[config.mk]
export PLATFORM = sky130hd
export DESIGN_NAME = soc_eoc_responder_flat
export DESIGN_NICKNAME = d
export VERILOG_FILES = /design/src/rtl/soc_eoc_responder_if.sv /design/src/rtl/soc_eoc_responder.sv /design/src/flat_wrapper.sv
export SDC_FILE = /design/constraint.sdc
export NUM_CORES = 1
export LEC_CHECK = 0
export ABC_AREA = 1
export ABC_CLOCK_PERIOD_IN_PS = 2100
export CAP_MARGIN = 30
export CORE_AREA = 5 5 75 77
export DETAILED_ROUTE_END_ITERATION = 10
export DIE_AREA = 0 0 80 82
export GPL_TIMING_DRIVEN = 0
export PLACE_DENSITY = 0.73
export SLEW_MARGIN = 10
export SYNTH_ARGS = -nofsm -noshare
export SYNTH_HDL_FRONTEND = slang
export SYNTH_SLANG_ARGS = --single-unit
export TNS_END_PERCENT = 1
[constraint.sdc]
create_clock -name clock -period 2.1 [get_ports clock]
set_input_delay 0.42 -clock clock [delete_from_list [all_inputs] [get_ports clock]]
set_output_delay 0.42 -clock clock [all_outputs]
set_load 0.05 [all_outputs]
[src/rtl/soc_eoc_responder_if.sv]
`default_nettype none
// ============================================================================
// Module   : soc_eoc_responder_if
// Purpose  : soc/eoc handshake plus host FIFO write port of the responder.
// Revision : 1.0
// ============================================================================
interface soc_eoc_responder_if #(
    parameter int W     = 8,
    parameter int DEPTH = 4
);
    localparam int LW = $clog2(DEPTH) + 1;

    logic          soc;
    logic          eoc;
    logic [W-1:0]  x;
    logic          wr;
    logic [W-1:0]  din;
    logic          full;
    logic [LW-1:0] level;

    modport master (output soc, wr, din, input eoc, x, full, level);
    modport slave  (input soc, wr, din, output eoc, x, full, level);
endinterface
`default_nettype wire

[src/rtl/soc_eoc_responder.sv]
`default_nettype none
// ============================================================================
// Module   : soc_eoc_responder
// Purpose  : Converter-side soc/eoc responder serving preloaded FIFO samples.
// Revision : 1.0
// ============================================================================
module soc_eoc_responder #(
    parameter int W            = 8,
    parameter int DEPTH        = 4,
    parameter int ACK_CYCLES   = 1,
    parameter int CONV_CYCLES  = 2,
    parameter int SETUP_CYCLES = 1
) (
    input  logic                  clock,
    input  logic                  reset,
    soc_eoc_responder_if.slave    bus
);
    localparam int AW   = $clog2(DEPTH);
    localparam int LW   = AW + 1;
    localparam int MAXA = (ACK_CYCLES > CONV_CYCLES) ? ACK_CYCLES : CONV_CYCLES;
    localparam int MAXC = (MAXA > SETUP_CYCLES) ? MAXA : SETUP_CYCLES;
    localparam int CW   = $clog2(MAXC + 1);

    localparam logic [2:0] c_idle     = 3'd0;
    localparam logic [2:0] c_ack      = 3'd1;
    localparam logic [2:0] c_wait_low = 3'd2;
    localparam logic [2:0] c_conv     = 3'd3;
    localparam logic [2:0] c_setup    = 3'd4;

    logic [W-1:0]  r_mem [DEPTH];
    logic [AW-1:0] r_wptr;
    logic [AW-1:0] r_rptr;
    logic [LW-1:0] r_level;
    logic [2:0]    r_state;
    logic [CW-1:0] r_cnt;
    logic          r_eoc;
    logic [W-1:0]  r_x;

    logic w_full;
    logic w_wr;
    logic w_pop;

    assign w_full = (r_level == LW'(DEPTH));
    assign w_wr   = bus.wr && !w_full;
    // Pop uses the registered level, so a same-edge write is never popped.
    assign w_pop  = (r_state == c_conv) && (r_cnt == '0) && (r_level != '0);

    assign bus.eoc   = r_eoc;
    assign bus.x     = r_x;
    assign bus.full  = w_full;
    assign bus.level = r_level;

    always_ff @(posedge clock) begin
        if (w_wr) begin
            r_mem[r_wptr] <= bus.din;
        end
    end

    always_ff @(posedge clock) begin
        if (reset) begin
            r_wptr  <= '0;
            r_rptr  <= '0;
            r_level <= '0;
        end else begin
            if (w_wr) begin
                r_wptr <= r_wptr + 1'b1;
            end
            if (w_pop) begin
                r_rptr <= r_rptr + 1'b1;
            end
            case ({w_wr, w_pop})
                2'b10:   r_level <= r_level + 1'b1;
                2'b01:   r_level <= r_level - 1'b1;
                default: r_level <= r_level;
            endcase
        end
    end

    always_ff @(posedge clock) begin
        if (reset) begin
            r_state <= c_idle;
            r_cnt   <= '0;
            r_eoc   <= 1'b1;
            r_x     <= '0;
        end else begin
            case (r_state)
                c_idle: begin
                    if (bus.soc) begin
                        r_state <= c_ack;
                        r_cnt   <= CW'(ACK_CYCLES - 1);
                    end
                end
                c_ack: begin
                    if (r_cnt == '0) begin
                        r_eoc   <= 1'b0;
                        r_state <= c_wait_low;
                    end else begin
                        r_cnt <= r_cnt - 1'b1;
                    end
                end
                c_wait_low: begin
                    if (!bus.soc) begin
                        r_state <= c_conv;
                        r_cnt   <= CW'(CONV_CYCLES - 1);
                    end
                end
                c_conv: begin
                    // Once expired the counter parks at zero until data arrives.
                    if (r_cnt != '0) begin
                        r_cnt <= r_cnt - 1'b1;
                    end else if (w_pop) begin
                        r_x     <= r_mem[r_rptr];
                        r_state <= c_setup;
                        r_cnt   <= CW'(SETUP_CYCLES - 1);
                    end
                end
                c_setup: begin
                    if (r_cnt == '0) begin
                        r_eoc   <= 1'b1;
                        r_state <= c_idle;
                    end else begin
                        r_cnt <= r_cnt - 1'b1;
                    end
                end
                default: begin
                    r_state <= c_idle;
                    r_eoc   <= 1'b1;
                end
            endcase
        end
    end
endmodule
`default_nettype wire

[src/flat_wrapper.sv]
// flat-port wrapper written by rule: the top's interface ports become plain ports
module soc_eoc_responder_flat 
#(
    parameter int W            = 8,
    parameter int DEPTH        = 4,
    parameter int ACK_CYCLES   = 1,
    parameter int CONV_CYCLES  = 2,
    parameter int SETUP_CYCLES = 1
)
  (clock, reset, bus_soc, bus_wr, bus_din, bus_eoc, bus_x, bus_full, bus_level);
  soc_eoc_responder_if #(.W(W), .DEPTH(DEPTH)) bus_i ();
  input  logic clock;
  input  logic reset;
  input wire logic [$bits(bus_i.soc)-1:0] bus_soc;
  input wire logic [$bits(bus_i.wr)-1:0] bus_wr;
  input wire logic [$bits(bus_i.din)-1:0] bus_din;
  output wire logic [$bits(bus_i.eoc)-1:0] bus_eoc;
  output wire logic [$bits(bus_i.x)-1:0] bus_x;
  output wire logic [$bits(bus_i.full)-1:0] bus_full;
  output wire logic [$bits(bus_i.level)-1:0] bus_level;
  assign bus_i.soc = bus_soc;
  assign bus_i.wr = bus_wr;
  assign bus_i.din = bus_din;
  assign bus_eoc = bus_i.eoc;
  assign bus_x = bus_i.x;
  assign bus_full = bus_i.full;
  assign bus_level = bus_i.level;
  soc_eoc_responder #(.W(W), .DEPTH(DEPTH), .ACK_CYCLES(ACK_CYCLES), .CONV_CYCLES(CONV_CYCLES), .SETUP_CYCLES(SETUP_CYCLES)) u_core (.clock(clock), .reset(reset), .bus(bus_i));
endmodule
-- Word-level counts from Yosys, hierarchy flattened
Memory sizes are Yosys's and may differ from the RTL's. A register that Yosys moved wholly into a read port is not among the register bits.
Index checks and enable logic that the tools add are counted.
- $add $sub $neg: 5
- equal/unequal tests: 15
- mux-type cells: 19
- bitwise gates (word level): 2
- reductions and logical operators: 16
- operators by type and width (kind ; count):
    2-to-1 mux 3 bit ; 6
    one-hot mux 3 bit (5 select lines) ; 1
    2-to-1 mux 2 bit ; 5
    != test 2 bit (second input constant) ; 4
    one-hot mux 2 bit (4 select lines) ; 1
    == test 3 x 2 -> 1 bit (second input constant) ; 2
    == test 3 bit (second input constant) ; 2
    != test 2 x 1 -> 1 bit (second input constant) ; 3
    one-hot mux 3 bit (2 select lines) ; 1
    AND reduction 3 bit ; 2
    AND reduction 6 bit ; 1
    AND reduction 5 bit ; 1
    adder 2 x 1 -> 2 bit (second input constant) ; 2
    2-to-1 mux 1 bit ; 4
    nonzero test 2 bit ; 2
    nonzero test 4 bit ; 1
    adder 3 x 1 -> 3 bit (second input constant) ; 1
    == test 3 x 1 -> 1 bit (second input constant) ; 1
    logical AND 1 bit ; 3
    zero test 3 bit ; 1
    != test 3 x 2 -> 1 bit (second input constant) ; 1
    one-hot mux 1 bit (3 select lines) ; 1
    nonzero test 3 bit ; 1
    OR reduction 3 bit ; 1
    other kinds (8) ; 9
- bits in registers: 13
- bits in writable memories: 32
- input port bits: 12
- output and inout port bits: 13
- logic and storage cells: 64
- memories: 1
- memory list (name ; depth ; bits a word ; rd ports ; clocked after memory_dff ; wr ports ; RTL line ; text):
    u_core.r_mem ; 4 ; 8 ; 1 ; 1 ; 1 ; soc_eoc_responder.sv:30 ; logic [W-1:0] r_mem [DEPTH];

-- Depth between registers and ports, before layout
- depth in word-level cells: 6
- mapped depth: 12
- gate-level depth less buffers: 11

-- Worst setup path after synthesis
No wires, ideal clock.
- path kind: reg-to-reg
- start: register u_core.r_level[1], in the netlist u_core.bus.level[1]
- end: register u_core.r_level[2], in the netlist u_core.bus.level[2]
- library setup time: 0.122 ns
- data arrival time: 2.270 ns
- data required time: 1.978 ns
- slack: -0.292 ns
- cell stages (with the launch flop): 13
- path buffers: 1
- period minus slack after synthesis: 2.392 ns
- cells stage by stage: dfxtp_1 > inv_1 > nand3_1 > nand3_4 > clkinv_4 > buf_8 > ha_1 > inv_1 > fa_1 > a21oi_1 > o21ai_0 > o21ai_0 > a21oi_1
- elaborated cells between the ends (all ways): 11
- those cells by class: add/sub: 2; eq/ne: 3; mux: 1; reduce/logical: 5
- RTL lines (what ; RTL line ; text):
    start, declared ; soc_eoc_responder.sv:33 ; logic [LW-1:0] r_level;
    start signal, assigned ; soc_eoc_responder.sv:72 ; 2'b10: r_level <= r_level + 1'b1;
    start signal, assigned ; soc_eoc_responder.sv:73 ; 2'b01: r_level <= r_level - 1'b1;
    start signal, assigned ; soc_eoc_responder.sv:74 ; default: r_level <= r_level;
    nonzero test 3 bit (*) ; soc_eoc_responder.sv:46 ; assign w_pop = (r_state == c_conv) && (r_cnt == '0) && (r_level != '0);
    logical AND 1 bit (*) ; soc_eoc_responder.sv:46 ;
    net u_core.w_pop ; soc_eoc_responder.sv:41 ; logic w_pop;
    == test 2 x 1 -> 1 bit or == test 2 bit (tied branches) ; soc_eoc_responder.sv:71 ; case ({w_wr, w_pop})
    one-hot mux 3 bit (2 select lines) or nonzero test 2 bit (tied branches) ; n/a ;
Mark *: on every way through the listed nets, which the timed path passes. The rest lies on a longest branch.
A chain may end at the register's enable or synchronous reset.

-- Worst setup path after layout
- start: register u_core.r_state[0]
- end: register u_core.r_level[2], in the netlist u_core.bus.level[2]
- longest elaborated chain between the ends: 5
- elaborated cells between the ends (all ways): 7
- those cells by class: eq/ne: 3; mux: 1; reduce/logical: 3
- ends and longest elaborated chain (what ; RTL line ; text):
    start, declared ; soc_eoc_responder.sv:34 ; logic [2:0] r_state;
    start signal, assigned ; soc_eoc_responder.sv:81 ; r_state <= c_idle;
    start signal, assigned ; soc_eoc_responder.sv:89 ; r_state <= c_ack;
    start signal, assigned ; soc_eoc_responder.sv:96 ; r_state <= c_wait_low;
    == test 3 x 2 -> 1 bit (*) ; soc_eoc_responder.sv:46 ;
    logical AND 1 bit (*) (2 in a row) ; soc_eoc_responder.sv:46 ;
    net u_core.w_pop ; soc_eoc_responder.sv:41 ;
    == test 2 x 1 -> 1 bit or == test 2 bit (tied branches) ; soc_eoc_responder.sv:71 ;
    one-hot mux 3 bit (2 select lines) or nonzero test 2 bit (tied branches) ; n/a ;
Marks and branches as above.

==> flow_summary.yaml <==
status:
  status: "complete, no violations"
placement:
  portBuffers: 24
  globalplace.congestion: 0.802
  dp_hpwl_um: 3040
critical_path:
  endpoint: "u_core.bus.level[2]"
  cp-end-kind: "flip-flop"
  r2r-start: "u_core.r_state[0]"
  arrival_ps: 2200
  reg2reg_to: "u_core.bus.level[2]"
  ff2ff_path_depth: 12
  critPathKind: "flip-flop to flip-flop"
  crit_start: "u_core.r_state[0]"
  reg2reg_setup_slack_ps: 90
  worstPathRequired_ps: 2290
  critPathLaunchType: "flip-flop"
  crit_fanout: 10
routing:
  wl_per_cell_um: 13.2
  vias_per_cell: 4.91
  dr.pass1.iters: 6
  wirelength_um: 4480
  final_antenna_net_count: 0
  drt_iter0_drc: 52
  drc: 0
  via_count: 1664
logic_synthesis:
  synthesis.area_um2: 2330
  yosysTopAreaCellShare_pct: 41.2
  syn_inst: 230
  synthArstFlopShare_pct: 0
  synth-compound-area-share_pct: 11.5
  synth_ff_type: "edfxtp_1"
  ys_ff_latch: 53
  synth-xor-area-share_pct: 0.375
  syn_area_per_cell_um2: 10.1
  yosysSeqAreaShare_pct: 59.2
  syn_nets: 251
  synth_area_leader_cell: "edfxtp_1"
  yosys.area_share.adder_pct: 5.15
  synthSimpleGateAreaFrac_pct: 17.5
  synth.area.top_cells: "edfxtp_1 41%, dfxtp_1 18%, nor2_1 7.6%, o21ai_0 5.1%, ha_1 4.3%"
  synth_top_family_by_area: "simple AND/OR/NAND/NOR gates"
  synth_edf_count: 32
  synth.area.mux_share_pct: 0
  yosysWarnings: 0
  ys_types: 27
floorplanning:
  start_util_pct: 47.2
  fp.coreArea_um2: 4940
  die_area_um2: 6560
  rows: 26
  io_pins: 25
  die_w_um: 80
  die-height_um: 82
clocking:
  holdBufCountCts: 0
  root_buffer: "clkbuf_8"
  clk_pin_slew_ps: 90
  clk_path_buf_depth: 2
  cts_tree: "done"
  clock_latency_ps: 290
  htree_levels: 2
  clock_sinks: 53
  cts_buffers: 5
global_routing:
  grt_pass1_vias: 1544
  antenna_found_initial: 0
  track_usage_pct: 14.2
  overflow: 0
  grt_max_degree: 18
  grt_pass1_wl_um: 7090
sta:
  drv_slew: 0
  fmax_mhz: 497
  fin_hold_ws_ps: 460
  clock-skew-final_ps: 2.61
  period_share_pct: 95.8
  finalHoldViolCount: 0
  worst_pin_slew_ps: 797
  setup_viol: 0
  relSlewSlack_pct: 46.7
  finalCriticalPeriod_ps: 2010
pwr:
  power_mw: 2.76
  p_leak_nw: 1.16
  ir_drop_mv: 0.598
  p_per_area_nw_per_um2: 961
cells_and_area:
  syn_to_final_growth_pct: 23.1
  fin_nets: 289
  diodes: 0
  n_fill_cell: 459
  finish.utilization_pct: 58.1
  drive_gt1_share_pct: 17.5
hold_path:
  hp-class: "flip-flop to flip-flop"
run:
  cap_violations: 0
## where the power goes
| group | internal (mW) | switching, mW |
|---|---|---|
| Combinational | 0.308 | 0.487 |
| Sequential | 1.21 | 0.0643 |
| Clock | 0.358 | 0.330 |
## sequential cells by signal (all words and copies together), names as in the netlist
signal            count
u_core.r_mem         32
u_core.r_rptr         2
u_core.bus.eoc        1
u_core.r_cnt          2
u_core.bus.x          8
u_core.r_state        3
u_core.r_wptr         2
u_core.bus.level      3
## through the flow
stage / TNS [ps] / area, µm² / setup WS, ps / cells
after global placement: -471 / 2670 / -149 / 324
after CTS: -26.5 / 2810 / -26.5 / 333
final: 0 / 2870 / 87.9 / 339
after global routing: -5.31 / 2870 / -5.31 / 339
after detailed placement: -536 / 2670 / -194 / 324
after floorplan: 0 / 2340 / 14.1 / 230
## final cells by class
class	instances	area, µm²	area share (%)
inverter	25	98.8	3.44
buffer	7	47.5	1.66
sequential	53	1400	48.8
timing repair buffer	31	292	10.2
tap	70	87.6	3.05
multi-input combinational	145	832	29.0
clock inverter	3	43.8	1.53
clock buffer	5	68.8	2.40
## metal layers
metal	vias to the layer above	part of all wire [%]	global-route usage, %
met5	-	0	0
met4	0	0.69	3.04
met3	6	4.4	2.52
met2	32	51	25.4
met1	776	44	18.0
li1	850	-	-
## cells by family after synthesis
logic type / count (synthesis)
adder cells (fa/ha/maj): 9
AND/OR/NAND/NOR: 91
buffers and inverters: 32
XOR/XNOR: 1
AO/OA/AOI/OAI: 44
flip-flops: 53
## timing repair
action / in CTS / in global routing
gates resized for setup: 6 / 10
endpoints found under the setup margin: 3 / 1
setup buffers: 1 / 6
pin swaps: 0 / 3
endpoints found under the hold margin: 0 / 0
## cells in the final DEF, fill, tap and decap left out, drive strengths merged, types with 8 or more instances in the layout
cell           instances
ha                     8
edfxtp                32
clkdlybuf4s50         23
a21oi                  8
o211a                  8
dfxtp                 21
inv                   24
nand3                 17
nand2                 20
buf                   14
o21ai                 28
nor2                  52
## cell usage after synthesis (3+ instances only)
cell,number
nor2_1,47
edfxtp_1,32
o21ai_0,24
inv_1,22
dfxtp_1,21
nand2_1,19
nand3_1,15
a21oi_1,8
ha_1,8
o211a_1,8
buf_2,5
nor2_2,3
## worst min-delay path by stage
stage	start	endpoint	slack [ps]	cells past startpoint
6_report	u_core.bus.level[0]	u_core.bus.level[0]	460	1
4_1_cts	u_core.bus.level[0]	u_core.bus.level[0]	460	1
5_1_grt	u_core.bus.level[0]	u_core.bus.level[0]	470	1
3_3_place_gp	u_core.bus.level[0]	u_core.bus.level[0]	440	1
2_1_floorplan	reset	u_core.r_state[2]	490	1
3_5_place_dp	u_core.bus.level[0]	u_core.bus.level[0]	440	1
## critical path: stages, from the launching register on
cell and delay, ps:
dfxtp_4 380, nand2_2 70, nor2_4 170, nand3_4 120, clkinv_4 70, buf_8 130
ha_1 150, inv_1 80, fa_2 360, a21oi_2 130, o21ai_1 80, o21ai_1 120
a21oi_1 50
No activity file was read; power rests on OpenSTA's default activity.
